**src/rtl/transpose_pkg.sv**
```systemverilog
// transpose_pkg: shared bank-state type, index-width helper and legal range for the ping-pong transpose buffer
package transpose_pkg;
  typedef enum logic [1:0] {EMPTY, FILLING, FULL, DRAINING} bank_state_t;
  localparam int N_MIN = 2;
  localparam int N_MAX = 16;
  function automatic int IDX_W(input int n);
    return $clog2(n);
  endfunction
endpackage

```
**src/rtl/transpose_pingpong_if.sv**
```systemverilog
// transpose_pingpong_if: row-in / beat-out valid-ready bundle; i_bypass exists only with TRANSPOSE_BYPASS_EN
interface transpose_pingpong_if #(parameter int N = 8, parameter int DATA_W = 12);
  logic i_valid;
  logic o_ready;
  logic [N*DATA_W-1:0] i_data;
`ifdef TRANSPOSE_BYPASS_EN
  logic i_bypass;
`endif
  logic o_valid;
  logic i_ready;
  logic [N*DATA_W-1:0] o_data;
  logic o_last;
  modport master (output i_valid, i_data, i_ready,
`ifdef TRANSPOSE_BYPASS_EN
                  output i_bypass,
`endif
                  input o_ready, o_valid, o_data, o_last);
  modport slave (input i_valid, i_data, i_ready,
`ifdef TRANSPOSE_BYPASS_EN
                 input i_bypass,
`endif
                 output o_ready, o_valid, o_data, o_last);
endinterface

```
**src/rtl/transpose_bank.sv**
```systemverilog
// transpose_bank: one NxN register bank with a row write port, a column read port and a row read port
module transpose_bank
  import transpose_pkg::*;
#(
  parameter int N = 8,
  parameter int DATA_W = 12,
  parameter int IW = IDX_W(N)
) (
  input  logic                clk,
  input  logic                we,
  input  logic [IW-1:0]       wr_row,
  input  logic [N*DATA_W-1:0] wr_data,
  input  logic [IW-1:0]       rd_col,
  output logic [N*DATA_W-1:0] col_data,
  input  logic [IW-1:0]       rd_row,
  output logic [N*DATA_W-1:0] row_data
);
  logic [N*DATA_W-1:0] mem [N];
  always_ff @(posedge clk)
    if (we) mem[wr_row] <= wr_data;
  for (genvar j = 0; j < N; j++) begin : g_col
    assign col_data[j*DATA_W +: DATA_W] = mem[j][rd_col*DATA_W +: DATA_W];
  end
  assign row_data = mem[rd_row];
endmodule

```
**src/rtl/transpose_pingpong.sv**
```systemverilog
// transpose_pingpong: two-bank block transpose, rows in / columns out with valid-ready and o_last.
// Define TRANSPOSE_BYPASS_EN to add a per-block pass-through mode selected by i_bypass on row 0.
module transpose_pingpong
  import transpose_pkg::*;
#(
  parameter int N = 8,
  parameter int DATA_W = 12
) (
  input logic i_clk,
  input logic i_rst,
  transpose_pingpong_if.slave bus
);
  localparam int IW = IDX_W(N);
  localparam int W = N * DATA_W;
  bank_state_t st [2];
  bank_state_t st_nx [2];
  logic wr_sel, rd_sel;
  logic [IW-1:0] wr_row, rd_col;
  logic [W-1:0] col_d [2];
  logic [W-1:0] row_d [2];
  logic [1:0] wr_hit, rd_hit;
  logic acc, con, row_last, col_last, byp_rd;
  assign bus.o_ready = st[wr_sel] == EMPTY || st[wr_sel] == FILLING;
  assign bus.o_valid = st[rd_sel] == FULL || st[rd_sel] == DRAINING;
  assign acc = bus.i_valid && bus.o_ready;
  assign con = bus.o_valid && bus.i_ready;
  assign row_last = wr_row == IW'(N - 1);
  assign col_last = rd_col == IW'(N - 1);
  assign wr_hit = {acc && wr_sel, acc && !wr_sel};
  assign rd_hit = {con && rd_sel, con && !rd_sel};
  assign bus.o_last = bus.o_valid && col_last;
  // forced to zero when idle so the reset value of o_data is defined despite unreset banks
  assign bus.o_data = bus.o_valid ? (byp_rd ? row_d[rd_sel] : col_d[rd_sel]) : '0;
  for (genvar b = 0; b < 2; b++) begin : g_bank
    transpose_bank #(.N(N), .DATA_W(DATA_W)) u_bank (
      .clk(i_clk), .we(wr_hit[b]), .wr_row(wr_row), .wr_data(bus.i_data),
      .rd_col(rd_col), .col_data(col_d[b]), .rd_row(rd_col), .row_data(row_d[b])
    );
  end
  always_comb
    for (int i = 0; i < 2; i++)
      st_nx[i] = (st[i] == EMPTY && wr_hit[i]) ? FILLING :
                 (st[i] == FILLING && wr_hit[i] && row_last) ? FULL :
                 (st[i] == FULL && rd_hit[i]) ? DRAINING :
                 (st[i] == DRAINING && rd_hit[i] && col_last) ? EMPTY : st[i];
  always_ff @(posedge i_clk)
    if (i_rst) begin
      st <= '{EMPTY, EMPTY};
      wr_sel <= 1'b0;
      rd_sel <= 1'b0;
      wr_row <= '0;
      rd_col <= '0;
    end else begin
      st <= st_nx;
      if (acc) begin
        wr_row <= row_last ? '0 : wr_row + 1'b1;
        wr_sel <= wr_sel ^ row_last;
      end
      if (con) begin
        rd_col <= col_last ? '0 : rd_col + 1'b1;
        rd_sel <= rd_sel ^ col_last;
      end
    end
`ifdef TRANSPOSE_BYPASS_EN
  logic [1:0] byp;
  assign byp_rd = byp[rd_sel];
  always_ff @(posedge i_clk)
    if (i_rst) byp <= '0;
    else if (acc && wr_row == '0) byp[wr_sel] <= bus.i_bypass;
`else
  assign byp_rd = 1'b0;
`endif
endmodule

```
**src/flat_wrapper.sv**
```systemverilog
// flat-port wrapper written by rule: the top's interface ports become plain ports
module transpose_pingpong_flat import transpose_pkg::*;
#(
  parameter int N = 8,
  parameter int DATA_W = 12
)
  (i_clk, i_rst, bus_i_valid, bus_i_data, bus_i_ready, bus_o_ready, bus_o_valid, bus_o_data, bus_o_last);
  transpose_pingpong_if #(.N(N), .DATA_W(DATA_W)) bus_i ();
  input logic i_clk;
  input logic i_rst;
  input wire logic [$bits(bus_i.i_valid)-1:0] bus_i_valid;
  input wire logic [$bits(bus_i.i_data)-1:0] bus_i_data;
  input wire logic [$bits(bus_i.i_ready)-1:0] bus_i_ready;
  output wire logic [$bits(bus_i.o_ready)-1:0] bus_o_ready;
  output wire logic [$bits(bus_i.o_valid)-1:0] bus_o_valid;
  output wire logic [$bits(bus_i.o_data)-1:0] bus_o_data;
  output wire logic [$bits(bus_i.o_last)-1:0] bus_o_last;
  assign bus_i.i_valid = bus_i_valid;
  assign bus_i.i_data = bus_i_data;
  assign bus_i.i_ready = bus_i_ready;
  assign bus_o_ready = bus_i.o_ready;
  assign bus_o_valid = bus_i.o_valid;
  assign bus_o_data = bus_i.o_data;
  assign bus_o_last = bus_i.o_last;
  transpose_pingpong #(.N(N), .DATA_W(DATA_W)) u_core (.i_clk(i_clk), .i_rst(i_rst), .bus(bus_i));
endmodule
```
**config.mk**
```make
export PLATFORM = sky130hd
export DESIGN_NAME = transpose_pingpong_flat
export DESIGN_NICKNAME = d
export VERILOG_FILES = /design/src/rtl/transpose_pkg.sv /design/src/rtl/transpose_pingpong_if.sv /design/src/rtl/transpose_bank.sv /design/src/rtl/transpose_pingpong.sv /design/src/flat_wrapper.sv
export SDC_FILE = /design/constraint.sdc
export NUM_CORES = 1
export LEC_CHECK = 0
export BUFFER_PORTS_ARGS = -buffer_cell sky130_fd_sc_hd__clkbuf_2
export CAP_MARGIN = 20
export CORE_ASPECT_RATIO = 1.5
export CORE_MARGIN = 2
export CORE_UTILIZATION = 45
export CTS_CLUSTER_SIZE = 24
export DETAILED_ROUTE_END_ITERATION = 7
export REMOVE_ABC_BUFFERS = 1
export SYNTH_ARGS = -nofsm -noshare
export SYNTH_HDL_FRONTEND = slang
export SYNTH_SLANG_ARGS = --single-unit
```
**constraint.sdc**
```tcl
create_clock -name i_clk -period 13.35 [get_ports i_clk]
set_clock_uncertainty 0.1 [all_clocks]
set_input_delay 4.005 -clock i_clk [delete_from_list [all_inputs] [get_ports i_clk]]
set_output_delay 4.005 -clock i_clk [all_outputs]
set_load 0.02 [all_outputs]
```
---- Word level (Yosys, flattened, before mapping) ----
Memories as Yosys holds them, arrays and structs flattened.
Cells that the tools add are included.
storage, ports and cells
  memory bits (writable) .................. 1,536
  register bits after elaboration ......... 12
  output and inout bits ................... 99
  memories kept ........................... 2
cells by class
  bitwise gates (word level) .............. 4
  add/sub/neg operators ................... 2
  $mul .................................... 1
  mux-type cells .......................... 24
  reduce and logical (&&, ||, !) cells .... 32
  $lt $le $gt $ge ......................... 2
  shift-type cells ........................ 16
  equal/unequal tests ..................... 11
memories
  name                         words  bits a word  rd ports  clocked after Yosys merged registers in  wr ports  RTL line              text
  u_core.g_bank[0].u_bank.mem  8      96           8         0                                        1         transpose_bank.sv:18  logic [N*DATA_W-1:0] mem [N];
  u_core.g_bank[1].u_bank.mem  8      96           8         0                                        1         transpose_bank.sv:18
operators by type and width
  cell                 count
  $shiftx 96x8->12     16
  $mux 96              4
  $mux 2               12
  $logic_and 1x1->1    19
  $eq 2x2->1 const B   6
  $reduce_bool 4->1    2
  $add 3x1->3 const B  2
  $eq 2x1->1 const B   3
  $eq 3x3->1 const B   2
  $logic_not 2->1      3
  $mux 1               6
  $mux 3               2
  $reduce_bool 3->1    2
  $mul 3x2->5 const B  1
  $ge 2x2->1 const B   2
  $not 1->2            2
  $reduce_or 2->1      2
  $logic_not 1->1      2
  $logic_or 1x1->1     2
  $xor 1x1->1          2

---- Longest topological paths before layout ----
  word-level depth ........................ 14
  gate-level depth with buffers ........... 8
  gate-level depth less buffers ........... 6

---- By module ----
From an unflattened synthesis, not the netlist that was laid out.
second synthesis, totals
  cells, all modules ...................... 3,213
  area, all modules ....................... 71,187.0 µm²
modules (own cells, without submodules)
  module              cells each  times used  area each (µm²)
  transpose_bank      1,464       2           34,545.6
  transpose_pingpong  285         1           2,095.8

---- Least setup slack after synthesis ----
No wires, ideal clock.
  path type ............................... input to register
  start point ............................. in bus_i_valid
  end point ............................... mem u_core.g_bank[0].u_bank.mem[2][0] in the netlist's numbering, enable pin
  library setup time ...................... 0.669 ns
  stages .................................. 3
  setup slack ............................. 1.521 ns
  data arrival time ....................... 11.060 ns
  cells stage by stage .................... nor3b_1 > nand2_1 > nor3_1
on the way
  word-level cells in the longest chain between the ends .. 4
ends and longest elaborated chain
  what                          RTL line                  text
  start, declared               flat_wrapper.sv:11        input wire logic [$bits(bus_i.i_valid)-1:0] bus_i_valid;
  $logic_and 1x1->1             transpose_pingpong.sv:25  assign acc = bus.i_valid && bus.o_ready;
  $logic_and 1x1->1             transpose_pingpong.sv:29  assign wr_hit = {acc && wr_sel, acc && !wr_sel};
  $mux 1                        transpose_bank.sv:20      if (we) mem[wr_row] <= wr_data;
  $mux 1 (not written as such)  transpose_bank.sv:20
  end, declared                 transpose_bank.sv:18
Every way passes these cells.

---- Worst setup path in the final report ----
  start point ............................. reg u_core.rd_sel
  end point ............................... out bus_o_data[27]
on the way
  word-level cells in the longest chain between the ends .. 7
  elaborated cells between the ends (all ways) .. 11
ends and longest elaborated chain
  what                                        RTL line                                            text
  start, declared                             transpose_pingpong.sv:17                            logic wr_sel, rd_sel;
  start signal, assigned                      transpose_pingpong.sv:61                            rd_sel <= rd_sel ^ col_last;
  $not 1->2 (not written as such) *           transpose_pingpong.sv:24, transpose_pingpong.sv:33
  $mux 2 (not written as such) (3 in series)  transpose_pingpong.sv:24                            assign bus.o_valid = st[rd_sel] == FULL || st[rd_sel] == DRAINING;
  $eq 2x2->1                                  transpose_pingpong.sv:24
  $logic_or 1x1->1                            transpose_pingpong.sv:24
  $mux 96 *                                   transpose_pingpong.sv:33                            assign bus.o_data = bus.o_valid ? (byp_rd ? row_d[rd_sel] : col_d[rd_sel]) : '0;
  end, declared                               flat_wrapper.sv:16                                  output wire logic [$bits(bus_i.o_data)-1:0] bus_o_data;
Mark *: on every way between the ends. The rest lies on a longest branch, timed or not. The select of a mux whose other input is x is not followed.

==> flow_metrics.tcl <==
set metrics [dict create \
    ys_types 39 \
    powerDensity_nw_per_um2 143 \
    clk_path_buf_depth 3 \
    hp-start "u_core.wr_row[1]$_SDFFE_PP0N_" \
    syn_to_final_growth_pct 12.7 \
    grt_pass1_vias 28400 \
    worst_slew_pin_slew_ns 1.12 \
    timing.final.max_slew_violations 0 \
    maxCapViolations 0 \
    power.leakage_nw 20.0 \
    ys_ff_latch 1548 \
    fin_cells 4441 \
    timing.fmax_ghz 0.115 \
    seq_area_frac_synth 0.800 \
    critPathKind "flop to output pin" \
    setup_viol 0 \
    hold_path_class "flop to flop" \
    fp.dieH_um 444 \
    coreArea_um2 128000 \
    async_flop_share 0 \
    critPathCaptureType "output pin" \
    firstDrtPassIters 5 \
    layout_min_cycle_time_ns 8.72 \
    io_pins 199 \
    globalRouteTotalUtil 0.198 \
    start_util 0.453 \
    setup.worst_path.start_class "flop" \
    gp_congestion 0.727 \
    grt_pass1_wl_um 192000 \
    fin_nets 2724 \
    cts_made_buffers 140 \
    drc 0 \
    cts.sinks 1548 \
    status "complete, no violations" \
    post_cts_buffers 0 \
    antenna_found_initial 9 \
    clkTransAtPathRegs_ns 0.06 \
    synth_warnings 0 \
    dp_cells 4185 \
    postCtsResizedCells 0 \
    htreeDepth 4 \
    synth_flop_cell "edfxtp_1" \
    syn_inst 2356 \
    synth_top_cells_by_count "edfxtp_1 (1536), mux4_2 (379), a221o_1 (95), a22o_1 (95), buf_2 (53)" \
    vias_per_cell 5.88 \
    drt-initial-drc-count 2369 \
    vias 26100 \
    grt_overflow 0 \
    peakVddDrop_mv 0.138 \
    syn_area_um2 58000 \
    drive_above_1_share 0.307 \
    crit_required_ns 9.24 \
    cp_data_arrival_time_ns 4.61 \
    drt_wl_total_um 130000 \
    routedWlPerCell_um 29.2 \
    timing.rr.start "u_core.st[3]$_SDFFE_PP0P_" \
    fin_crit_sh 0.653 \
    cts_tree "done" \
    antenna_left 0 \
    hpwl_um 72700 \
    rsz0062_at_grt "false" \
    synth_area_leaders "edfxtp_1 (80%), mux4_2 (15%), a221o_1 (1.6%), a22o_1 (1.4%), buf_2 (0.46%)" \
    dieArea_um2 132000 \
    synth_edf_count 1536 \
    synth_top_area_cell "edfxtp_1" \
    std_cell_rows 161 \
    syn_area_per_cell_um2 24.6 \
    relSlewSlack 0.253 \
    cts-root-buf "clkbuf_16" \
    holdBufCountCts 0 \
    die_w_um 297 \
    clock_latency_ns 0.75 \
    yosysMostFrequentCell "edfxtp_1" \
    io_buffers 198 \
    grt_max_degree 98 \
    synth_top_area_share 0.796 \
    finalHoldViolCount 0 \
    path_max_fanout 47 \
    worst_hold_slack_ns 0.420 \
    setup.worst_path.start "u_core.rd_sel$_SDFFE_PP0N_" \
]
==> cell type report <==
class | instances | area, um^2
antenna | 4 | 10.0
multi-input combinational | 672 | 11100
tap | 1711 | 2140
clock buffer | 180 | 3800
timing repair buffer | 256 | 1510
fill | 10000 | 62700
inverter | 2 | 7.51
clock inverter | 68 | 438
sequential | 1548 | 46400
==> cell families after synthesis <==
group           share of synthesized area
compound gates                     0.0336
mux                                 0.149
flops                               0.800
fa+ha+maj                        0.000863
buf+inv                            0.0114
simple gates                      0.00568
==> where the power goes <==
group          switching, mW  internal [mW]  total [mW]
registers             0.0105           5.39        5.40
logic                  0.121         0.0362       0.157
clock network           1.70           2.09        3.79
total                   1.83           7.52        9.35
==> final timing paths <==
kind                                                                      to  slack, ns  cells after the start
worst max register to register  u_core.g_bank[0].u_bank.mem[4][78]$_DFFE_PP_       9.35                      5
worst max-delay path                                          bus_o_data[27]       4.63                      6
worst min-delay path                           u_core.wr_row[1]$_SDFFE_PP0N_       0.42                      2
worst min register to register                 u_core.wr_row[1]$_SDFFE_PP0N_       0.42                      2
==> through the flow <==
stage | total power [mW] | setup TNS (ns) | util | setup slack, ns | instance area, um^2
floorplan | 5.56 | -1230.28 | - | -12.45 | 57300
global placement | 5.66 | 0 | 0.476 | 5.22 | 61000
detailed placement | 5.67 | 0 | 0.476 | 5.19 | 61000
CTS | 9.43 | 0 | 0.509 | 4.38 | 65300
global route | 9.62 | 0 | 0.510 | 4.19 | 65400
finish | 9.35 | 0 | 0.510 | 4.63 | 65400
==> cells in the final DEF (no fill, tap or decap), drive strengths merged <==
cell type | Yosys | layout
edfxtp | 1536 | 1536
mux4 | 379 | 379
clkbuf | 50 | 378
a22o | 95 | 95
a221o | 95 | 95
buf | 84 | 58
clkinv | 0 | 55
nand2 | 19 | 19
nor2 | 17 | 17
dfxtp | 12 | 12
inv | 2 | 11
a21oi | 8 | 8
mux2i | 8 | 8
nor2b | 6 | 6
nand3 | 5 | 5
nor3 | 5 | 5
diode | 0 | 4
a211oi | 4 | 4
nand2b | 4 | 4
ha | 4 | 4
bufinv | 0 | 4
a2111oi | 3 | 3
or3 | 3 | 3
o21ai | 2 | 2
a311oi | 2 | 2
nand4 | 2 | 2
a32oi | 2 | 2
nor3b | 2 | 2
a22oi | 1 | 1
a31oi | 1 | 1
a31o | 1 | 1
and3 | 1 | 1
nor4b | 1 | 1
and3b | 1 | 1
and2 | 1 | 1
==> sequential cells by signal, summed over array words and instances, names as in the netlist <==
name and count:
u_core.wr_row 3, u_core.st 4, u_core.wr_sel 1, u_core.rd_sel 1
u_core.rd_col 3, u_core.g_bank.u_bank.mem 1536
==> per-layer routing <==
metal / vias up / share of wire / track usage
li1: 10900 / - / -
met1: 14300 / 0.39 / 0.251
met2: 758 / 0.53 / 0.350
met3: 202 / 0.053 / 0.0350
met4: 8 / 0.024 / 0.0593
met5: - / 0.00039 / 0
==> critical path, stage by stage, from the launching register on <==
cell	delay, ns
dfxtp_4	0.77
buf_4	0.79
buf_4	0.86
mux4_2	0.59
a22o_1	0.23
a221o_1	0.32
clkbuf_2	0.18
Note: power is estimated with default switching activity, not from simulation.
